==> src/rtl/accel_frame_ctrl.sv <==
// Frame controller: register slave, result-FIFO drain and bus-master writer with a level irq.
// Optional WAIT_DATA idle timeout is built only when ACCEL_FRAME_CTRL_TIMEOUT_EN is defined.
module accel_frame_ctrl #(
  parameter int LEN_W   = 16,
  parameter int TIMEOUT = 1024
) (
  input  logic        clk,
  input  logic        rst,
  input  logic        s_valid,
  output logic        s_ready,
  input  logic [7:0]  s_addr,
  input  logic [3:0]  s_wstrb,
  input  logic [31:0] s_wdata,
  output logic [31:0] s_rdata,
  input  logic        res_empty,
  input  logic [31:0] res_data,
  output logic        res_pop,
  output logic        proc_en,
  output logic        m_valid,
  input  logic        m_ready,
  output logic [31:0] m_addr,
  output logic [31:0] m_wdata,
  output logic [3:0]  m_wstrb,
  output logic        irq
);

  typedef enum logic [1:0] {IDLE, WAIT_DATA, WRITE, DONE} state_t;

  if (TIMEOUT < 2) begin : g_bad_timeout
    $error("TIMEOUT must be at least 2");
  end

  state_t state, state_nxt;

  logic             irq_en, done_flag, err_flag, abort_pend;
  logic [29:0]      dst_word;
  logic [LEN_W-1:0] len_reg, run_len, count;
  logic [31:0]      cur_addr;
  logic [31:0]      rd_val;
  logic             acc, wr, wr_ctrl, wr_stat, wr_dst, wr_len;
  logic             start_cmd, abort_cmd, hs, last_word, timeout_hit;
  logic             set_done, set_err, load_frame;
  logic [LEN_W-1:0] count_inc;
  logic             busy;

  // A request is accepted on the cycle s_ready rises; ready is then forced low for a cycle.
  assign acc       = s_valid & ~s_ready;
  assign wr        = acc & (|s_wstrb);
  assign wr_ctrl   = wr & (s_addr == 8'h00);
  assign wr_stat   = wr & (s_addr == 8'h04);
  assign wr_dst    = wr & (s_addr == 8'h08);
  assign wr_len    = wr & (s_addr == 8'h0C);
  assign abort_cmd = wr_ctrl & s_wdata[2];
  assign start_cmd = wr_ctrl & s_wdata[0] & ~s_wdata[2];

  assign hs        = (state == WRITE) & m_ready;
  assign count_inc = count + 1'b1;
  assign last_word = (count_inc == run_len);
  assign busy      = (state == WAIT_DATA) | (state == WRITE);

`ifdef ACCEL_FRAME_CTRL_TIMEOUT_EN
  localparam int IW = $clog2(TIMEOUT + 1);
  logic [IW-1:0] idle_cnt;

  always_ff @(posedge clk or posedge rst) begin
    if (rst)
      idle_cnt <= '0;
    else if (state == WAIT_DATA && !res_pop)
      idle_cnt <= idle_cnt + 1'b1;
    else
      idle_cnt <= '0;
  end

  assign timeout_hit = (state == WAIT_DATA) & res_empty & (idle_cnt == IW'(TIMEOUT - 1));
`else
  assign timeout_hit = 1'b0;
`endif

  always_comb begin
    rd_val = 32'h0;
    case (s_addr)
      8'h00:   rd_val = {30'h0, irq_en, 1'b0};
      8'h04:   rd_val = {29'h0, err_flag, done_flag, busy};
      8'h08:   rd_val = {dst_word, 2'b00};
      8'h0C:   rd_val = 32'(len_reg);
      8'h10:   rd_val = 32'(count);
      default: rd_val = 32'h0;
    endcase
  end

  always_ff @(posedge clk or posedge rst) begin
    if (rst) state <= IDLE;
    else     state <= state_nxt;
  end

  always_comb begin
    state_nxt  = state;
    res_pop    = 1'b0;
    set_done   = 1'b0;
    set_err    = 1'b0;
    load_frame = 1'b0;
    case (state)
      IDLE: begin
        if (start_cmd) begin
          if (len_reg == '0) begin
            set_done = 1'b1;
          end else begin
            load_frame = 1'b1;
            state_nxt  = WAIT_DATA;
          end
        end
      end
      WAIT_DATA: begin
        if (abort_cmd || timeout_hit) begin
          set_err   = 1'b1;
          state_nxt = IDLE;
        end else if (!res_empty) begin
          res_pop   = 1'b1;
          state_nxt = WRITE;
        end
      end
      WRITE: begin
        // An abort seen during WRITE only takes effect once the pending write is acknowledged.
        if (hs) begin
          if (abort_cmd || abort_pend) begin
            set_err   = 1'b1;
            state_nxt = IDLE;
          end else if (last_word) begin
            set_done  = 1'b1;
            state_nxt = DONE;
          end else begin
            state_nxt = WAIT_DATA;
          end
        end
      end
      DONE: state_nxt = IDLE;
      default: state_nxt = IDLE;
    endcase
  end

  always_ff @(posedge clk or posedge rst) begin
    if (rst) begin
      s_ready    <= 1'b0;
      s_rdata    <= 32'h0;
      irq_en     <= 1'b0;
      done_flag  <= 1'b0;
      err_flag   <= 1'b0;
      abort_pend <= 1'b0;
      dst_word   <= '0;
      len_reg    <= '0;
      run_len    <= '0;
      count      <= '0;
      cur_addr   <= 32'h0;
      m_wdata    <= 32'h0;
    end else begin
      s_ready <= acc;
      s_rdata <= acc ? rd_val : 32'h0;
      if (wr_ctrl) irq_en   <= s_wdata[1];
      if (wr_dst)  dst_word <= s_wdata[31:2];
      if (wr_len)  len_reg  <= s_wdata[LEN_W-1:0];
      if (set_done)                     done_flag <= 1'b1;
      else if (wr_stat && s_wdata[1])   done_flag <= 1'b0;
      if (set_err)                      err_flag  <= 1'b1;
      else if (wr_stat && s_wdata[2])   err_flag  <= 1'b0;
      abort_pend <= (state == WRITE) & ~hs & (abort_pend | abort_cmd);
      if (load_frame) begin
        count    <= '0;
        cur_addr <= {dst_word, 2'b00};
        run_len  <= len_reg;
      end else if (hs) begin
        count    <= count_inc;
        cur_addr <= cur_addr + 32'd4;
      end
      if (res_pop) m_wdata <= res_data;
    end
  end

  assign m_valid = (state == WRITE);
  assign m_wstrb = m_valid ? 4'hF : 4'h0;
  assign m_addr  = cur_addr;
  assign proc_en = busy;
  assign irq     = irq_en & (done_flag | err_flag);

endmodule

==> config.mk <==
export PLATFORM = sky130hd
export DESIGN_NAME = accel_frame_ctrl
export DESIGN_NICKNAME = d
export VERILOG_FILES = /design/src/rtl/accel_frame_ctrl.sv
export SDC_FILE = /design/constraint.sdc
export NUM_CORES = 1
export LEC_CHECK = 0
export BUFFER_PORTS_ARGS = -buffer_cell sky130_fd_sc_hd__buf_2
export CORE_MARGIN = 2
export CORE_UTILIZATION = 40
export DETAILED_ROUTE_END_ITERATION = 10
export GPL_TIMING_DRIVEN = 1
export HOLD_SLACK_MARGIN = 0.03
export RECOVER_POWER = 25
export SYNTH_ARGS = -nofsm -noshare
export SYNTH_HDL_FRONTEND = slang
export SYNTH_SLANG_ARGS = --single-unit
export TNS_END_PERCENT = 10
==> constraint.sdc <==
create_clock -name clk -period 14.7 [get_ports clk]
set_clock_uncertainty 0.2 [all_clocks]
set_input_delay 2.94 -clock clk [delete_from_list [all_inputs] [get_ports clk]]
set_output_delay 2.94 -clock clk [all_outputs]
set_load 0.01 [all_outputs]
==> key figures, run 1 <==
Critical path
  – Crit start category: input port
  – Reg2reg start: state[0]$_DFFE_PP0P_
  – Crit path required time: 11.56 ns
  – CP Launch Point: s_wstrb[3]
  – Worst reg-to-reg path cell count: 8
  – CP Max Fanout: 33
  – Data arrival, critical path: 5.06 ns
  – Critical path endpoint category: primary output
  – Crit path kind: input port to primary output

Timing
  – Final Max Tran Viols: 62
  – Setup TNS: 0 ns
  – Final min period: 8.20 ns
  – Final hold vios: 0
  – Min Hold Slack: 0.299 ns
  – Worst Max-Slew Pin Slew: 2.71 ns
  – Final period utilization: 55.8%
  – Final setup viols: 0
  – Fmax: 122 MHz
  – Worst rel slew slack: -81.5%
  – RSZ-0062 raised after global routing: no

Finish
  – Fraction of final layout cells sized beyond drive strength 1: 32.1%
  – Leading cell type in the layout, fill and taps excluded: dfrtp_1
  – Most frequent cells in the layout: dfrtp_1 (179), buf_2 (129), mux2_2 (68)
  – Final layout net count: 942
  – Final Instance Count excl. Fillers: 1138
  – Final-layout fill cell count: 1898
  – Syn-to-layout area delta: 18.6%
  – Ant. Diodes: 0
  – Largest regs: m_wdata x32, s_rdata x32

Placement
  – IO buf count: 183
  – Placed insts: 1107
  – Detailed placement HPWL: 14300 um
  – Placer Congestion: 0.836

Clock network
  – Clock Sinks: 179
  – Post-cts resize count: 0
  – TritonCTS clock tree: built
  – Skew-Pair Late Insertion Delay: 0.43 ns
  – Clk root buf: clkbuf_16
  – Cts hold-fix bufs: 0
  – Clk buf depth: 2
  – CTS Buf Count: 17
  – Htree depth: 4
  – Postcts setup bufs: 0
  – Clock transition at path regs: 0.06 ns

Synthesis
  – Most used flip-flop cell after synthesis: dfrtp_1
  – Post-synthesis compound-gate area fraction: 6.62%
  – Post-synth ARST share: 100%
  – Synth Area in Adders: 0.751%
  – Simple-Gate Fraction of Synth Area: 13.3%
  – Largest family of logic cells by synthesized area: multiplexers
  – EDFF count, synth: 0
  – Multiplexer share of the synthesized area: 14.8%
  – Warning count from the yosys run: 0
  – Mapped Avg Cell Area: 12.1 um2
  – Unique masters post-synth: 60
  – Sequential fraction of the synthesis area: 53.8%
  – Post-synthesis instance area: 8330 um2
  – Mapped Cells: 691
  – FF+latch count, synth: 179
  – Synth Area in XOR/XNOR: 6.73%

Die
  – Chip height: 148 um
  – Core Area: 20400 um2
  – Die Area: 22000 um2
  – Num rows: 52
  – I/O Pins: 186
  – Initial Util: 40.9%
  – Die width: 148 um

Routing
  – Via-to-Cell Ratio: 5.15
  – Routed via count: 5856
  – DR pass1 iterations: 6
  – DRC: 0
  – Initial detailed-routing violation count: 372
  – DR WL/cell: 18.0 um
  – Drt total wl: 20400 um
  – Final ANT Viol Nets: 0

Global routing
  – GR Util All Layers: 19.0%
  – Largest net degree at the start of global routing: 92
  – Initial antenna violation count: 0
  – Overflow after GRT: 0
  – First-pass GRT wire length: 32200 um
  – Number of global-route vias before repair: 5681

Pwr
  – Pleak: 4.64 nW
  – Peak supply drop: 0.0000802 V
  – Pwr per Cell Area: 140 nW/um2

Outcome
  – Status: finished with violations
  – Failing checks: max-capacitance violations, max-slew violations

Worst hold path
  – Worst Hold Depth: 1
  – Hold Startpoint: dst_word[16]$_DFFE_PP0P_
  – Hold WC Path Type: register to register

Run
  – MaxCap Viol Count: 1
layout make-up:
cell class	instances	area [um2]	share of cell area (%)
Sequential cell	179	4480	45.4
Inverter	9	35.0	0.355
Timing Repair Buffer	189	893	9.05
Tap cell	270	338	3.42
Clock buffer	17	425	4.31
Multi-Input combinational cell	460	3530	35.7
Clock inverter	14	176	1.79
kinds of logic after synthesis:
| family | Yosys count |
|---|---|
| flip-flops | 179 |
| XOR/XNOR | 64 |
| buffers and inverters | 53 |
| AO/OA/AOI/OAI | 78 |
| adder cells (fa/ha/maj) | 5 |
| other | 1 |
| multiplexers | 100 |
| AND/OR/NAND/NOR | 211 |
stage by stage:
step | power, mW | setup WS [ns] | util (%) | area (um2)
floorplan | 0.833 | 6.70 | - | 8330
global placement | 0.932 | 6.56 | 45.9 | 9340
detailed placement | 0.933 | 6.47 | 45.9 | 9340
CTS | 1.41 | 6.47 | 48.8 | 9950
global route | 1.45 | 6.35 | 48.5 | 9870
finish | 1.39 | 6.50 | 48.5 | 9870
report_power, final:
| part | internal, mW | switching [mW] | total [mW] |
|---|---|---|---|
| Clock | 0.270 | 0.200 | 0.470 |
| Sequential | 0.557 | 0.0517 | 0.608 |
| Combinational | 0.154 | 0.154 | 0.309 |
cell usage after synthesis (2+ instances only):
cell type  count  share of area, %
nand3_1       15              0.90
a222oi_1      14               1.7
nand4b_1       2              0.21
or3_1          2              0.15
xor2_1        25               2.6
xnor2_1       39               4.1
buf_6          2              0.27
buf_4         12               1.1
clkbuf_1      10              0.45
dfrtp_1      179                54
nand2_1       56               2.5
nor2_1        38               1.7
and3_1        11              0.83
and2_1        21               1.6
nand4_1       15               1.1
a22o_1         3              0.32
nand2b_1       7              0.53
ha_1           5              0.75
buf_2         13              0.78
mux2_4        30               5.4
a21oi_1       10              0.60
nor3_1        14              0.84
a31oi_1        2              0.15
nor4_1        13              0.98
mux2i_1        2              0.24
clkbuf_2       3              0.18
inv_1          9              0.41
buf_12         3              0.72
and4_1         4              0.42
nand3_2        2              0.24
o21ai_0       33               2.0
a22oi_1        2              0.18
mux2_2        68               9.2
final timing paths:
| path | end | slack (ns) |
|---|---|---|
| max in group asynchronous | state[0]$_DFFE_PP0P_ | 8.73 |
| worst max register to register | m_addr[28]$_DFFE_PP0P_ | 11.60 |
| worst max-delay path | res_pop | 6.50 |
| min in group asynchronous | dst_word[16]$_DFFE_PP0P_ | 3.06 |
| worst min-delay path | s_rdata[18]$_DFF_PP0_ | 0.30 |
| worst min register to register | s_rdata[18]$_DFF_PP0_ | 0.30 |
critical path, cell delays in order:
cell,delay (ns)
buf_2,0.10
nor4_1,0.59
nor4_2,0.17
and2_4,0.20
a21oi_2,0.18
nor2b_4,0.16
buf_4,0.48
buf_2,0.23
per-layer routing:
metal	global-route usage, %	wire, um	part of all wire [%]
met2	29.2	9230	45
met4	5.95	243	1.2
met1	27.3	9870	48
met5	0	0	0
met3	3.59	1100	5.4
(Power assumes the default switching activity.)
==> run 2: changes to the inputs <==
==> constraint.sdc (replaced) <==
create_clock -name clk -period 7.09 [get_ports clk]
set_clock_uncertainty 0.2 [all_clocks]
set_input_delay 1.418 -clock clk [delete_from_list [all_inputs] [get_ports clk]]
set_output_delay 1.418 -clock clk [all_outputs]
set_load 0.01 [all_outputs]
==> key figures, run 2 (synthesis gave the netlist of run 1 again) <==
Routing
  – DRC: 0 (unchanged)
  – Via-to-Cell Ratio: 5.14 (was 5.15)
  – DR WL/cell: 17.7 um (was 18.0 um)
  – DR pass1 iterations: 7 (was 6)
  – Initial detailed-routing violation count: 374 (was 372)
  – Final ANT Viol Nets: 0 (unchanged)
  – Routed via count: 5845 (was 5856)
  – Drt total wl: 20100 um (was 20400 um)

Critical path
  – CP Cell Sequence: buf_2, or4_4, nor4_2, and2_4, a21oi_2, nor2b_4, buf_2 (was buf_2, nor4_1, nor4_2, and2_4, a21oi_2, nor2b_4, buf_4, buf_2)
  – CP Max Fanout: 5 (was 33)
  – Most frequent CP cell: buf_2 (unchanged)
  – Critical path's largest stage delay: 0.55 ns (was 0.59 ns)
  – Crit start category: input port (unchanged)
  – Worst reg2reg setup slack: 4.04 ns (was 11.60 ns)
  – Data arrival, critical path: 3.06 ns (was 5.06 ns)
  – Crit-path leading delay family: simple AND/OR/NAND/NOR gates (unchanged)
  – R2R Path End: m_addr[30]$_DFFE_PP0P_ (was m_addr[28]$_DFFE_PP0P_)
  – Critical path buffers and inverters: 2 (was 3)
  – Crit path kind: input port to primary output (unchanged)
  – Crit path required time: 5.47 ns (was 11.56 ns)
  – Slowest-stage cell, CP: or4_4 (was nor4_1)
  – Reg2reg start: state[0]$_DFFE_PP0P_ (unchanged)
  – Critical path endpoint category: primary output (unchanged)
  – Worst reg-to-reg path cell count: 8 (unchanged)

Clock network
  – Post-cts resize count: 0 (unchanged)
  – Cts hold-fix bufs: 0 (unchanged)
  – Clock Sinks: 179 (unchanged)
  – Skew-Pair Late Insertion Delay: 0.43 ns (about the same)
  – Clk buf depth: 2 (unchanged)
  – Postcts setup bufs: 0 (unchanged)
  – Clock transition at path regs: 0.06 ns (about the same)
  – CTS Buf Count: 17 (unchanged)
  – TritonCTS clock tree: built (unchanged)
  – Htree depth: 4 (unchanged)
  – Clk root buf: clkbuf_16 (unchanged)

Die
  – I/O Pins: 186 (unchanged)
  – Chip height: 148 um (unchanged)
  – Num rows: 52 (unchanged)
  – Die width: 148 um (unchanged)
  – Die Area: 22000 um2 (unchanged)
  – Core Area: 20400 um2 (unchanged)
  – Initial Util: 40.9% (unchanged)

Worst hold path
  – Hold WC Path Type: register to register (unchanged)
  – Worst Hold Depth: 2 (was 1)
  – Hold Startpoint: dst_word[15]$_DFFE_PP0P_ (was dst_word[16]$_DFFE_PP0P_)
  – Hold endpoint: m_addr[17]$_DFFE_PP0P_ (was s_rdata[18]$_DFF_PP0_)

Outcome
  – Status: finished with violations (unchanged)
  – Failing checks: max-capacitance violations, max-slew violations (unchanged)

Finish
  – Ant. Diodes: 0 (unchanged)
  – Most frequent cells in the layout: dfrtp_1 (179), buf_2 (127), mux2_2 (68) (was dfrtp_1 (179), buf_2 (129), mux2_2 (68))
  – Final layout net count: 942 (unchanged)
  – Syn-to-layout area delta: 17.8% (was 18.6%)
  – Fraction of final layout cells sized beyond drive strength 1: 31.8% (was 32.1%)
  – Final-layout fill cell count: 1886 (was 1898)
  – Largest regs: m_wdata x32, s_rdata x32 (unchanged)
  – Final Instance Count excl. Fillers: 1138 (unchanged)
  – Leading cell type in the layout, fill and taps excluded: dfrtp_1 (unchanged)

Pwr
  – Peak supply drop: 0.000168 V (was 0.0000802 V)
  – PnR Total Power: 2.77 mW (was 1.39 mW)
  – Pwr per Cell Area: 282 nW/um2 (was 140 nW/um2)
  – Pleak: 4.59 nW (was 4.64 nW)

Timing
  – Final Max Tran Viols: 60 (was 62)
  – Final setup viols: 0 (unchanged)
  – Final setup margin: 2.41 ns (was 6.50 ns)
  – RSZ-0062 raised after global routing: no (unchanged)
  – Final min period: 4.68 ns
  – Worst Max-Slew Pin Slew: 2.67 ns (was 2.71 ns)
  – Fmax: 214 MHz
  – Worst rel slew slack: -78.8% (was -81.5%)
  – Final period utilization: 66.0%
  – Final hold vios: 0 (unchanged)
  – Setup TNS: 0 ns (unchanged)

Placement
  – IO buf count: 183 (unchanged)
  – Placer Congestion: 0.799 (was 0.836)
  – Placed insts: 1107 (unchanged)
  – Pre-CTS setup slack: 2.38 ns (was 6.47 ns)
  – Detailed placement HPWL: 14300 um (about the same)

Global routing
  – Largest net degree at the start of global routing: 92 (unchanged)
  – Initial antenna violation count: 0 (unchanged)
  – Overflow after GRT: 0 (unchanged)
  – First-pass GRT wire length: 31600 um (was 32200 um)
  – Number of global-route vias before repair: 5642 (was 5681)
  – GR Util All Layers: 18.5% (was 19.0%)

Run
  – MaxCap Viol Count: 1 (unchanged)
-- run 2: cell count changes in the layout (fill, tap and decap cells not counted), moves of 3 or more --
| cell | previous run | this run |
|---|---|---|
| clkbuf_1 | 54 | 57 |
| inv_6 | 5 | 1 |
| bufinv_16 | 3 | 0 |
| clkinv_4 | 1 | 4 |
-- run 2: worst max path at each step --
| stage | cells after the start | slack (ns) | to | start |
|---|---|---|---|---|
| after floorplan | 1 | 0.61 | abort_pend$_DFF_PP0_ | rst |
| final | 7 | 2.41 | res_pop | s_addr[0] |
| after global routing | 7 | 2.33 | res_pop | s_addr[0] |
| after CTS | 7 | 2.37 | res_pop | s_addr[0] |
| after global placement | 7 | 2.41 | res_pop | s_addr[0] |
| after detailed placement | 7 | 2.38 | res_pop | s_addr[0] |
-- run 2: worst register-to-register path, cell delays in order (launching register included) --
cell and delay (ns):
dfrtp_1 0.38, inv_1 0.11, ha_1 0.55, nand3_1 0.28, nor3_1 0.60, nand2_1 0.26
nor3_1 0.29, xnor2_1 0.14, o21ai_0 0.09
-- run 2: per-layer routing --
| layer | global-route usage (%) | share of wire (%) |
|---|---|---|
| met1 | 27.2 | 49 |
| met2 | 27.8 | 44 |
| met3 | 3.62 | 5.9 |
| met4 | 5.67 | 1.3 |
| met5 | 0 | 0 |
-- run 2: power breakdown --
part / total, mW / internal, mW / switching (mW) / leakage [nW]
clock: 0.873 / 0.466 / 0.407 / 0.258
sequential: 1.26 / 1.15 / 0.105 / 2.40
combinational: 0.637 / 0.318 / 0.318 / 1.93
total: 2.77 / 1.94 / 0.830 / 4.59
-- run 2: layout make-up --
class	count	area (um2)	share of cell area, %
clock buffer	20	457	4.66
timing repair buffer	189	891	9.08
clock inverter	11	81.3	0.829
inverter	9	35.0	0.357
tap	270	338	3.44
sequential	179	4480	45.7
multi-input combinational	460	3530	36.0
-- run 2: through the flow --
| step | cell area, um2 | util, % | hold slack (ns) |
|---|---|---|---|
| final | 9810 | 48.2 | 0.295 |
| after global placement | 9340 | 45.9 | 0.275 |
| after detailed placement | 9340 | 45.9 | 0.284 |
| after CTS | 9880 | 48.5 | 0.302 |
| after floorplan | 8330 | - | 0.258 |
| after global routing | 9810 | 48.2 | 0.314 |
==> run 3: changes to the inputs <==
==> constraint.sdc (replaced) <==
create_clock -name clk -period 4 [get_ports clk]
set_clock_uncertainty 0.2 [all_clocks]
set_input_delay 0.8 -clock clk [delete_from_list [all_inputs] [get_ports clk]]
set_output_delay 0.8 -clock clk [all_outputs]
set_load 0.01 [all_outputs]
==> key figures, run 3 (synthesis gave the netlist of run 1 again) <==
Outcome
  – Status: finished with violations (unchanged)
  – Failing checks: max-capacitance violations, max-slew violations (unchanged)

Routing
  – DRC: 0 (unchanged)
  – DR WL/cell: 18.0 um (was 17.7 um)
  – Final ANT Viol Nets: 0 (unchanged)
  – Initial detailed-routing violation count: 458 (was 374)
  – Routed via count: 5906 (was 5845)
  – Drt total wl: 20600 um (was 20100 um)
  – Via-to-Cell Ratio: 5.14 (about the same)
  – DR pass1 iterations: 5 (was 7)

Critical path
  – Worst reg2reg setup slack: 1.13 ns (was 4.04 ns)
  – Critical path endpoint category: primary output (unchanged)
  – Crit start category: input port (unchanged)
  – Worst reg-to-reg path cell count: 7 (was 8)
  – Critical path's largest stage delay: 0.55 ns (about the same)
  – CP Cell Sequence: buf_2, or4_4, nor4_2, and2_4, a21oi_2, nor2b_4, buf_2 (unchanged)
  – R2R Path End: state[1]$_DFFE_PP0P_ (was m_addr[30]$_DFFE_PP0P_)
  – Crit path kind: input port to primary output (unchanged)
  – Data arrival, critical path: 2.37 ns (was 3.06 ns)
  – Most frequent CP cell: buf_2 (unchanged)
  – Reg2reg start: count[0]$_DFFE_PP0P_ (was state[0]$_DFFE_PP0P_)
  – Slowest-stage cell, CP: or4_4 (unchanged)
  – CP Max Fanout: 5 (unchanged)
  – Crit path required time: 3.00 ns (was 5.47 ns)

Worst hold path
  – Hold WC Path Type: register to register (unchanged)
  – Hold Startpoint: m_wdata[8]$_DFFE_PP0P_ (was dst_word[15]$_DFFE_PP0P_)
  – Worst Hold Depth: 1 (was 2)
  – Hold endpoint: m_wdata[8]$_DFFE_PP0P_ (was m_addr[17]$_DFFE_PP0P_)

Clock network
  – Skew-Pair Late Insertion Delay: 0.43 ns (about the same)
  – Htree depth: 4 (unchanged)
  – TritonCTS clock tree: built (unchanged)
  – Post-cts resize count: 0 (unchanged)
  – Postcts setup bufs: 0 (unchanged)
  – Clk buf depth: 2 (unchanged)
  – CTS Buf Count: 17 (unchanged)
  – Clk root buf: clkbuf_16 (unchanged)
  – Clock Sinks: 179 (unchanged)
  – Cts hold-fix bufs: 0 (unchanged)
  – Clock transition at path regs: 0.06 ns (about the same)

Finish
  – Final-layout fill cell count: 1862 (was 1886)
  – Sequential cell area: 4480 um2 (unchanged)
  – Largest regs: m_wdata x32, s_rdata x32 (unchanged)
  – Multi-input gate area: 3530 um2 (unchanged)
  – Syn-to-layout area delta: 20.5% (was 17.8%)
  – Most frequent cells in the layout: buf_2 (183), dfrtp_1 (179), mux2_2 (68) (was dfrtp_1 (179), buf_2 (127), mux2_2 (68))
  – Final Instance Count excl. Fillers: 1149 (was 1138)
  – Leading cell type in the layout, fill and taps excluded: buf_2 (was dfrtp_1)
  – Final instance area: 10000 um2 (was 9810 um2)
  – Fraction of final layout cells sized beyond drive strength 1: 39.0% (was 31.8%)
  – Final core utilization: 49.3% (was 48.2%)
  – Final layout net count: 952 (was 942)
  – Ant. Diodes: 0 (unchanged)

Placement
  – Placer Congestion: 0.832 (was 0.799)
  – Detailed placement HPWL: 15100 um (was 14300 um)
  – IO buf count: 183 (unchanged)
  – Post-placement cell area: 9470 um2 (was 9340 um2)
  – Pre-CTS setup slack: 0.622 ns (was 2.38 ns)
  – Placed insts: 1117 (was 1107)

Timing
  – Min Hold Slack: 0.302 ns (was 0.295 ns)
  – Final period utilization: 84.3%
  – Fmax: 296 MHz
  – Final setup margin: 0.626 ns (was 2.41 ns)
  – Final Max Tran Viols: 44 (was 60)
  – Worst rel slew slack: -29.7% (was -78.8%)
  – Final hold vios: 0 (unchanged)
  – Worst Max-Slew Pin Slew: 1.93 ns (was 2.67 ns)
  – Final setup viols: 0 (unchanged)
  – Setup TNS: 0 ns (unchanged)
  – RSZ-0062 raised after global routing: no (unchanged)
  – Final min period: 3.37 ns

Pwr
  – Internal power: 3.65 mW (was 1.94 mW)
  – Switch Pwr: 1.47 mW (was 0.830 mW)
  – Power share of the combinational group: 22.9% (was 23.0%)
  – Reg power frac: 43.4% (was 45.5%)
  – PnR Total Power: 5.13 mW (was 2.77 mW)
  – Clock power share: 33.6% (was 31.5%)
  – Pleak: 4.89 nW (was 4.59 nW)
  – Peak supply drop: 0.000276 V (was 0.000168 V)
  – Pwr per Cell Area: 511 nW/um2 (was 282 nW/um2)
  – Sw frac: 28.7% (was 30.0%)

Die
  – Initial Util: 40.9% (unchanged)
  – Die Area: 22000 um2 (unchanged)
  – Die width: 148 um (unchanged)
  – I/O Pins: 186 (unchanged)
  – Chip height: 148 um (unchanged)
  – Core Area: 20400 um2 (unchanged)
  – Num rows: 52 (unchanged)

Global routing
  – GR Util All Layers: 19.1% (was 18.5%)
  – Initial antenna violation count: 0 (unchanged)
  – Overflow after GRT: 0 (unchanged)
  – Number of global-route vias before repair: 5741 (was 5642)
  – First-pass GRT wire length: 32600 um (was 31600 um)
  – Largest net degree at the start of global routing: 76 (was 92)

Run
  – MaxCap Viol Count: 1 (unchanged)
run 3: cell types whose count changed in the layout (fill, tap and decap cells not counted):
cell / before / now
bufinv_16: 0 / 3
clkbuf_2: 0 / 2
clkbuf_1: 57 / 1
clkinv_2: 3 / 4
buf_4: 6 / 12
buf_2: 127 / 183
clkinv_4: 4 / 2
clkbuf_8: 2 / 1
buf_12: 0 / 2
run 3: power groups by stage:
stage	Sequential [mW]	Combinational, mW	Clock, mW
finish	2.23	1.18	1.72
global route	2.26	1.27	1.84
CTS	2.23	1.19	1.76
detailed placement	2.26	1.19	0
global placement	2.27	1.16	0
floorplan	2.31	0.754	0
run 3: worst max-delay path, delay by kind of cell:
| kind | cells | cell delay [ns] |
|---|---|---|
| and+or+nand+nor | 4 | 1.26 |
| buffers and inverters | 2 | 0.23 |
| AOI/OAI and AO/OA | 1 | 0.07 |
run 3: how the worst max path moves through the flow:
stage                     startpoint                   end  slack [ns]
after global placement     s_addr[0]               res_pop        0.67
after global routing       s_addr[0]               res_pop        0.55
after floorplan                  rst  abort_pend$_DFF_PP0_        0.71
after detailed placement   s_addr[0]               res_pop        0.62
final                      s_addr[0]               res_pop        0.63
after CTS                  s_addr[0]               res_pop        0.62
run 3: layout make-up:
cell class | count | area share [%]
clock buffers | 19 | 4.41
well taps | 270 | 3.37
multi-input cells | 460 | 35.1
inverters | 9 | 0.349
clock inverters | 13 | 1.58
flip-flops and latches | 179 | 44.6
repair buffers | 199 | 10.5
run 3: metal layers:
layer,up-vias,global-route usage (%),wire length [um]
met4,0,4.00,178
met1,2911,26.9,9580
met2,198,30.6,9600
li1,2785,-,-
met5,-,0,0
met3,12,4.33,1290
